--- config.mk ---
export PLATFORM = sky130hd
export DESIGN_NAME = quad_decoder
export DESIGN_NICKNAME = d
export VERILOG_FILES = /design/src/rtl/quad_decoder.sv
export SDC_FILE = /design/constraint.sdc
export NUM_CORES = 1
export LEC_CHECK = 0
export BUFFER_PORTS_ARGS = -buffer_cell sky130_fd_sc_hd__buf_2
export CORE_ASPECT_RATIO = 1.2
export CORE_MARGIN = 5
export CORE_UTILIZATION = 55
export DETAILED_ROUTE_END_ITERATION = 8
export PLACE_DENSITY = 0.76
export SYNTH_ARGS = -nofsm -noshare
export SYNTH_HDL_FRONTEND = slang
export SYNTH_SLANG_ARGS = --single-unit
--- constraint.sdc ---
create_clock -name clk -period 3.99 [get_ports clk]
set_input_delay 0.399 -clock clk [delete_from_list [all_inputs] [get_ports clk]]
set_output_delay 0.399 -clock clk [all_outputs]
set_load 0.02 [all_outputs]
--- src/rtl/quad_decoder.sv ---
// Quadrature encoder decoder: synchronizes and glitch-filters the A/B phases,
// decodes Gray-code transitions into up/down steps on a wrapping position
// counter, and flags/counts illegal two-phase transitions.
//
// Handshake: there is no valid/ready pair. step and err are single-cycle
// strobes; count, dir, wrap and err_cnt are registered and valid in the same
// cycle as the strobe that accompanies them.
module quad_decoder #(
    parameter int WIDTH       = 16,
    parameter int SYNC_STAGES = 2,
    parameter int FILTER      = 3
) (
    input  logic             clk,
    input  logic             rstn,
    input  logic             qa,
    input  logic             qb,
    input  logic [WIDTH-1:0] load,
    input  logic             load_en,
    input  logic             err_clr,
    output logic [WIDTH-1:0] count,
    output logic             dir,
    output logic             step,
    output logic             wrap,
    output logic             err,
    output logic [7:0]       err_cnt,
    output logic             dbg_run
);

    localparam int CW       = (FILTER > 1) ? $clog2(FILTER) : 1;
    localparam int INIT_LEN = SYNC_STAGES + 2;
    localparam int ICW      = $clog2(INIT_LEN);

    typedef enum logic {INIT, RUN} state_e;

    state_e           state_q, state_d;
    logic [ICW-1:0]   init_cnt_q, init_cnt_d;
    logic [SYNC_STAGES-1:0] sync_a_q, sync_b_q;
    logic [1:0]       s;                 // {a, b} after synchronizer
    logic [1:0]       f_q, f_d;          // filtered phases
    logic [CW-1:0]    c_q [2];
    logic [CW-1:0]    c_d [2];
    logic [1:0]       prev_q, prev_d;
    logic [WIDTH-1:0] count_q, count_d;
    logic             dir_q, dir_d;
    logic             step_q, step_d;
    logic             wrap_q, wrap_d;
    logic             err_q, err_d;
    logic [7:0]       err_cnt_q, err_cnt_d;

    logic [1:0] changed;
    logic [1:0] pos_f, pos_p;
    logic       up;
    logic       is_step, is_err;

    assign s = {sync_a_q[SYNC_STAGES-1], sync_b_q[SYNC_STAGES-1]};

    // Synchronizer chains for the asynchronous encoder phases
    always_ff @(posedge clk or negedge rstn) begin
        if (!rstn) begin
            sync_a_q <= '0;
            sync_b_q <= '0;
        end else begin
            sync_a_q <= {sync_a_q[SYNC_STAGES-2:0], qa};
            sync_b_q <= {sync_b_q[SYNC_STAGES-2:0], qb};
        end
    end

    // INIT/RUN sequencing: INIT spans INIT_LEN edges so the synchronizers fill
    always_comb begin
        state_d    = state_q;
        init_cnt_d = init_cnt_q;
        case (state_q)
            INIT: begin
                if (init_cnt_q == ICW'(INIT_LEN - 1)) begin
                    state_d = RUN;
                end else begin
                    init_cnt_d = init_cnt_q + ICW'(1);
                end
            end
            RUN: state_d = RUN;
            default: state_d = INIT;
        endcase
    end

    // Per-phase stability filter; INIT copies the synchronized level through
    always_comb begin
        f_d = f_q;
        for (int i = 0; i < 2; i++) begin
            c_d[i] = c_q[i];
            if (state_q == INIT) begin
                f_d[i] = s[i];
                c_d[i] = '0;
            end else if (s[i] != f_q[i]) begin
                if (c_q[i] == CW'(FILTER - 1)) begin
                    f_d[i] = s[i];
                    c_d[i] = '0;
                end else begin
                    c_d[i] = c_q[i] + CW'(1);
                end
            end else begin
                c_d[i] = '0;
            end
        end
    end

    // Gray position 00->0, 01->1, 11->2, 10->3; up is +1 modulo 4
    assign changed = f_q ^ prev_q;
    assign pos_f   = {f_q[1], f_q[1] ^ f_q[0]};
    assign pos_p   = {prev_q[1], prev_q[1] ^ prev_q[0]};
    assign up      = ((pos_f - pos_p) == 2'd1);
    assign is_step = (state_q == RUN) && (changed[1] ^ changed[0]);
    assign is_err  = (state_q == RUN) && (&changed);

    // Step/error decode, position arithmetic and load/clear overrides
    always_comb begin
        prev_d    = f_q;
        count_d   = count_q;
        dir_d     = dir_q;
        step_d    = 1'b0;
        wrap_d    = 1'b0;
        err_d     = 1'b0;
        err_cnt_d = err_cnt_q;
        if (is_step) begin
            step_d = 1'b1;
            dir_d  = ~up;
            if (up) begin
                count_d = count_q + WIDTH'(1);
                wrap_d  = &count_q;
            end else begin
                count_d = count_q - WIDTH'(1);
                wrap_d  = (count_q == '0);
            end
        end
        if (is_err) begin
            err_d = 1'b1;
            if (err_cnt_q != 8'hFF) begin
                err_cnt_d = err_cnt_q + 8'd1;
            end
        end
        if (load_en) begin
            count_d = load;
            wrap_d  = 1'b0;
        end
        if (err_clr) begin
            err_cnt_d = '0;
        end
    end

    // State, filter and output registers
    always_ff @(posedge clk or negedge rstn) begin
        if (!rstn) begin
            state_q    <= INIT;
            init_cnt_q <= '0;
            f_q        <= '0;
            c_q[0]     <= '0;
            c_q[1]     <= '0;
            prev_q     <= '0;
            count_q    <= '0;
            dir_q      <= 1'b0;
            step_q     <= 1'b0;
            wrap_q     <= 1'b0;
            err_q      <= 1'b0;
            err_cnt_q  <= '0;
        end else begin
            state_q    <= state_d;
            init_cnt_q <= init_cnt_d;
            f_q        <= f_d;
            c_q[0]     <= c_d[0];
            c_q[1]     <= c_d[1];
            prev_q     <= prev_d;
            count_q    <= count_d;
            dir_q      <= dir_d;
            step_q     <= step_d;
            wrap_q     <= wrap_d;
            err_q      <= err_d;
            err_cnt_q  <= err_cnt_d;
        end
    end

    assign count   = count_q;
    assign dir     = dir_q;
    assign step    = step_q;
    assign wrap    = wrap_q;
    assign err     = err_q;
    assign err_cnt = err_cnt_q;
    assign dbg_run = (state_q == RUN);

endmodule

; Word level (Yosys, flattened, before mapping)
; Index checks and enable logic that the tools add are counted.
[word_totals]
reg_bits = 43
input_bits = 22
output_inout_bits = 29
elab_cells = 77
[op_classes]
add_sub_neg = 7
eq_ne = 11
muxes = 25
bitwise_logic = 7
reduce_logical = 12
[op_table]
columns = operator, n
row1 = $mux 16, 3
row2 = $mux 8, 3
row3 = $add 16x1->16 const B, 1
row4 = $logic_not 16->1, 1
row5 = $reduce_and 16->1, 1
row6 = $sub 16x1->16 const B, 1
row7 = $mux 1, 12
row8 = $mux 2, 6
row9 = $reduce_and 2->1, 5
row10 = $add 8x1->8 const B, 1
row11 = $ne 2x1->1 const B, 4
row12 = $ne 8x8->1 const B, 1
row13 = $add 2x1->2 const B, 3
row14 = $eq 2x2->1 const B, 3
row15 = $reduce_bool 2->1, 3
row16 = $not 1->1, 3
row17 = $xor 1x1->1, 3
row18 = $eq 2x1->1 const B, 1
row19 = $logic_and 1x1->1, 2
row20 = $ne 1x1->1, 2
row21 = $pmux 1 s2, 1
row22 = $sub 2x2->2, 1
row23 = $xor 2x2->2, 1

; Longest topological paths before layout
[logic_depth]
ltp_word = 6
ltp_mapped = 12
ltp_nobuf = 12

; Least setup slack after synthesis
; No wires, ideal clock.
[synth_path]
path_kind = flip-flop to flip-flop
from = register f_q[1]
to = register count_q[13] (netlist: count[13])
setup_time_ps = 69
arrival_time_ps = 2940
required_ps = 3921
slack_ps = 981
path_stages_with_launch = 11
path_buffers = 0
cell_sequence = dfrtp_1 > xnor2_1 > ha_1 > xor2_1 > or2_4 > ha_1 > a2111o_1 > o21ai_1 > a21boi_0 > or4_1 > nand3_1
[synth_between]
elab_chain_cells = 6
[synth_rtl]
columns = item, line_no
row1 = from (decl), 39  ; logic [1:0] f_q, f_d;
row2 = from (signal assigned), 154  ; f_q <= '0;
row3 = from (signal assigned), 167  ; f_q <= f_d;
row4 = $xor 1x1->1, 108  ; assign pos_f = {f_q[1], f_q[1] ^ f_q[0]};
row5 = $sub 2x2->2, 110  ; assign up = ((pos_f - pos_p) == 2'd1);
row6 = $eq 2x1->1, 110
row7 = $mux 16, 126  ; if (up) begin
row8 = $mux 16, 123  ; if (is_step) begin
row9 = $mux 16, 140  ; if (load_en) begin
row10 = to (signal assigned), 171  ; count_q <= count_d;
row11 = to (decl), 43  ; logic [WIDTH-1:0] count_q, count_d;
; Parallel ways exist; a longest one is shown, timed or not. The select of a mux whose other input is x is not followed.
; A chain may end at the register's enable or synchronous reset.

; Worst setup path in the final report
; Ends and elaborated chain as after synthesis.

==> impl_metrics.env <==
export IMPL_outcome="completed"
export IMPL_dieArea_mm2=0.006320
export IMPL_worst_pin_slew_ps=940.9
export IMPL_synth_edf_count=0
export IMPL_synth_compound_area_share=0.1853
export IMPL_htreeDepth=2
export IMPL_synth_fa_ha_area_frac=0.1018
export IMPL_row_count=27
export IMPL_drc=0
export IMPL_ctsLongestPathBuffers=2
export IMPL_grt_max_degree=44
export IMPL_critPathArrivalTime_ps=3580
export IMPL_vias=2299
export IMPL_grt_overflow=0
export IMPL_grt_usage=0.2022
export IMPL_antenna_found_initial=0
export IMPL_synth_area_leader_cell="dfrtp_1"
export IMPL_viasPerCell=5.880
export IMPL_fin_setup_tns_ps=0
export IMPL_wl_per_cell_um=15.40
export IMPL_worst_path_max_fanout=18
export IMPL_slew_headroom=0.3727
export IMPL_dpl_hpwl_um=4332
export IMPL_whs_ps=204.5
export IMPL_gp_congestion=0.8789
export IMPL_synth_simple_gate_area_frac=0.1825
export IMPL_max_cap_violations=0
export IMPL_die_h_um=86.09
export IMPL_grt_pass1_vias=2186
export IMPL_synth_top_area_share=0.4055
export IMPL_finalSetupViolations=0
export IMPL_dp_cells=383
export IMPL_cts_root_buf="clkbuf_8"
export IMPL_coreArea_mm2=0.004628
export IMPL_required_ps=4220
export IMPL_rsz0062_at_grt="no"
export IMPL_clk_pin_slew_ps=80
export IMPL_max_freq_mhz=298.7
export IMPL_start_kind="register"
export IMPL_drv_slew=0
export IMPL_drive_gt1_frac=0.1952
export IMPL_pin_count=51
export IMPL_post_cts_resized=0
export IMPL_cts_sinks=43
export IMPL_cts_buffers=5
export IMPL_synth_xor_area_frac=0.06601
export IMPL_async_flop_share=1.000
export IMPL_period_needed_ps=3348
export IMPL_grt_pass1_wl_um=10170
export IMPL_cts_tree="yes"
export IMPL_ys_flop_type="dfrtp_1"
export IMPL_yosys_warnings=0
export IMPL_ctsHoldBuffers=0
export IMPL_insertion_delay_ps=290
export IMPL_synth_mux_area_frac=0.02829
export IMPL_finalHoldViolCount=0
export IMPL_fin_nets=375
export IMPL_io_buffers=50
export IMPL_syn_inst=282
export IMPL_dr_pass1_iters=4
export IMPL_area_delta_synth_final_pct=14.52
export IMPL_postRouteAntennaNets=0
export IMPL_synth_fp_nets=325
export IMPL_drtIter0Drc=101
export IMPL_ys_types=47
export IMPL_synth_area_top_cells="dfrtp_1, ha_1, o21ai_0"
export IMPL_yosys_top_cells_count="dfrtp_1, nand2_1, o21ai_0, a21oi_1, ha_1"
export IMPL_avgSynthCellArea_um2=9.411
export IMPL_start_util=0.5734
export IMPL_fp_dieW_um=73.41
export IMPL_netlist_area_mm2=0.002654
export IMPL_period_share=0.8391
export IMPL_post_cts_repair_setup_buffers=0
export IMPL_instances_no_fill=391
export IMPL_hp_class="in2reg"
export IMPL_drt_total_wl_um=6020
export IMPL_ys_ff_latch=43
export IMPL_ys_seq_area_frac=0.4055
export IMPL_antennaDiodeCount=0
export IMPL_fin_skew_ps=2.284
export IMPL_endpoint_kind="register"
export IMPL_path_class="reg2reg"
export IMPL_synth_most_common_cell="dfrtp_1"
export IMPL_synth_top_family_by_area="compound AO/OA/AOI/OAI gates"
## state kept, by name, summed over array words and instances, names as in the netlist, 2 cells and up
name        cells
prev_q          2
init_cnt_q      2
err_cnt         8
sync_b_q        2
count          16
sync_a_q        2
f_q             2
c_q             4
## through the flow
step	cell area [um^2]	utilization	setup slack (ps)
global route	3039	0.6567	492.5
finish	3039	0.6567	641.9
detailed placement	2954	0.6383	702.4
global placement	2954	0.6383	783.7
floorplan	2654	-	981.5
CTS	3039	0.6567	674.0
## path summary, 6_finish.rpt
kind                                       start               endpoint  slack (ps)  cells past startpoint
min reg2reg                sync_a_q[0]$_DFF_PN0_  sync_a_q[1]$_DFF_PN0_         360                      0
min                                           qb  sync_b_q[0]$_DFF_PN0_         200                      1
max                           f_q[1]$_DFFE_PN0P_  count[13]$_DFFE_PN0P_         640                     10
min in group asynchronous                   rstn          err$_DFF_PN0_         240                      1
max reg2reg                   f_q[1]$_DFFE_PN0P_  count[13]$_DFFE_PN0P_         640                     10
max in group asynchronous                   rstn   count[4]$_DFFE_PN0P_        3170                      1
## logic make-up after synthesis
group | Yosys count
multiplexers | 7
adder cells (fa/ha/maj) | 21
AND/OR/NAND/NOR | 92
flip-flops | 43
XOR/XNOR | 20
buffers and inverters | 21
AO/OA/AOI/OAI | 78
## critical path, stage by stage (launching register included)
cell and delay [ps]:
dfrtp_1 450, xnor2_1 160, ha_1 210, xor2_1 170, or2_4 350, ha_1 390
a2111o_1 470, o21ai_1 280, a21boi_0 180, or4_1 520, nand3_1 90
## layout by cell type, fill, tap and decap left out, types with 5 or more instances in the layout
cell type,synthesis,routed
a211oi_1,7,7
a21o_1,5,5
a21oi_1,20,20
buf_2,0,50
clkbuf_8,0,5
dfrtp_1,43,43
ha_1,20,20
inv_1,12,12
nand2_1,23,23
nand3_1,5,5
nand4_1,8,8
nor2_1,19,19
nor3_1,8,8
nor4_1,6,6
o21ai_0,23,23
xnor2_1,10,10
xor2_1,10,10
## layer usage
| metal | track usage | wire (um) | up-vias |
|---|---|---|---|
| met2 | 0.3474 | 3027 | 73 |
| met4 | 0.07084 | 107 | 0 |
| li1 | - | - | 1130 |
| met3 | 0.03283 | 326 | 10 |
| met5 | 0 | 0 | - |
| met1 | 0.2531 | 2559 | 1086 |
## final cells by class
| cell class | count | area [um^2] |
|---|---|---|
| Tap cell | 58 | 72.57 |
| Timing Repair Buffer | 51 | 257.7 |
| Clock buffer | 6 | 72.57 |
| Multi-Input combinational cell | 218 | 1496 |
| Sequential cell | 43 | 1076 |
| Inverter | 13 | 51.30 |
| Clock inverter | 2 | 12.51 |
| Fill cell | 391 | 1589 |
Power is not shown: default switching activity piles up to over one toggle a cycle in this logic, so the estimate is an artifact.
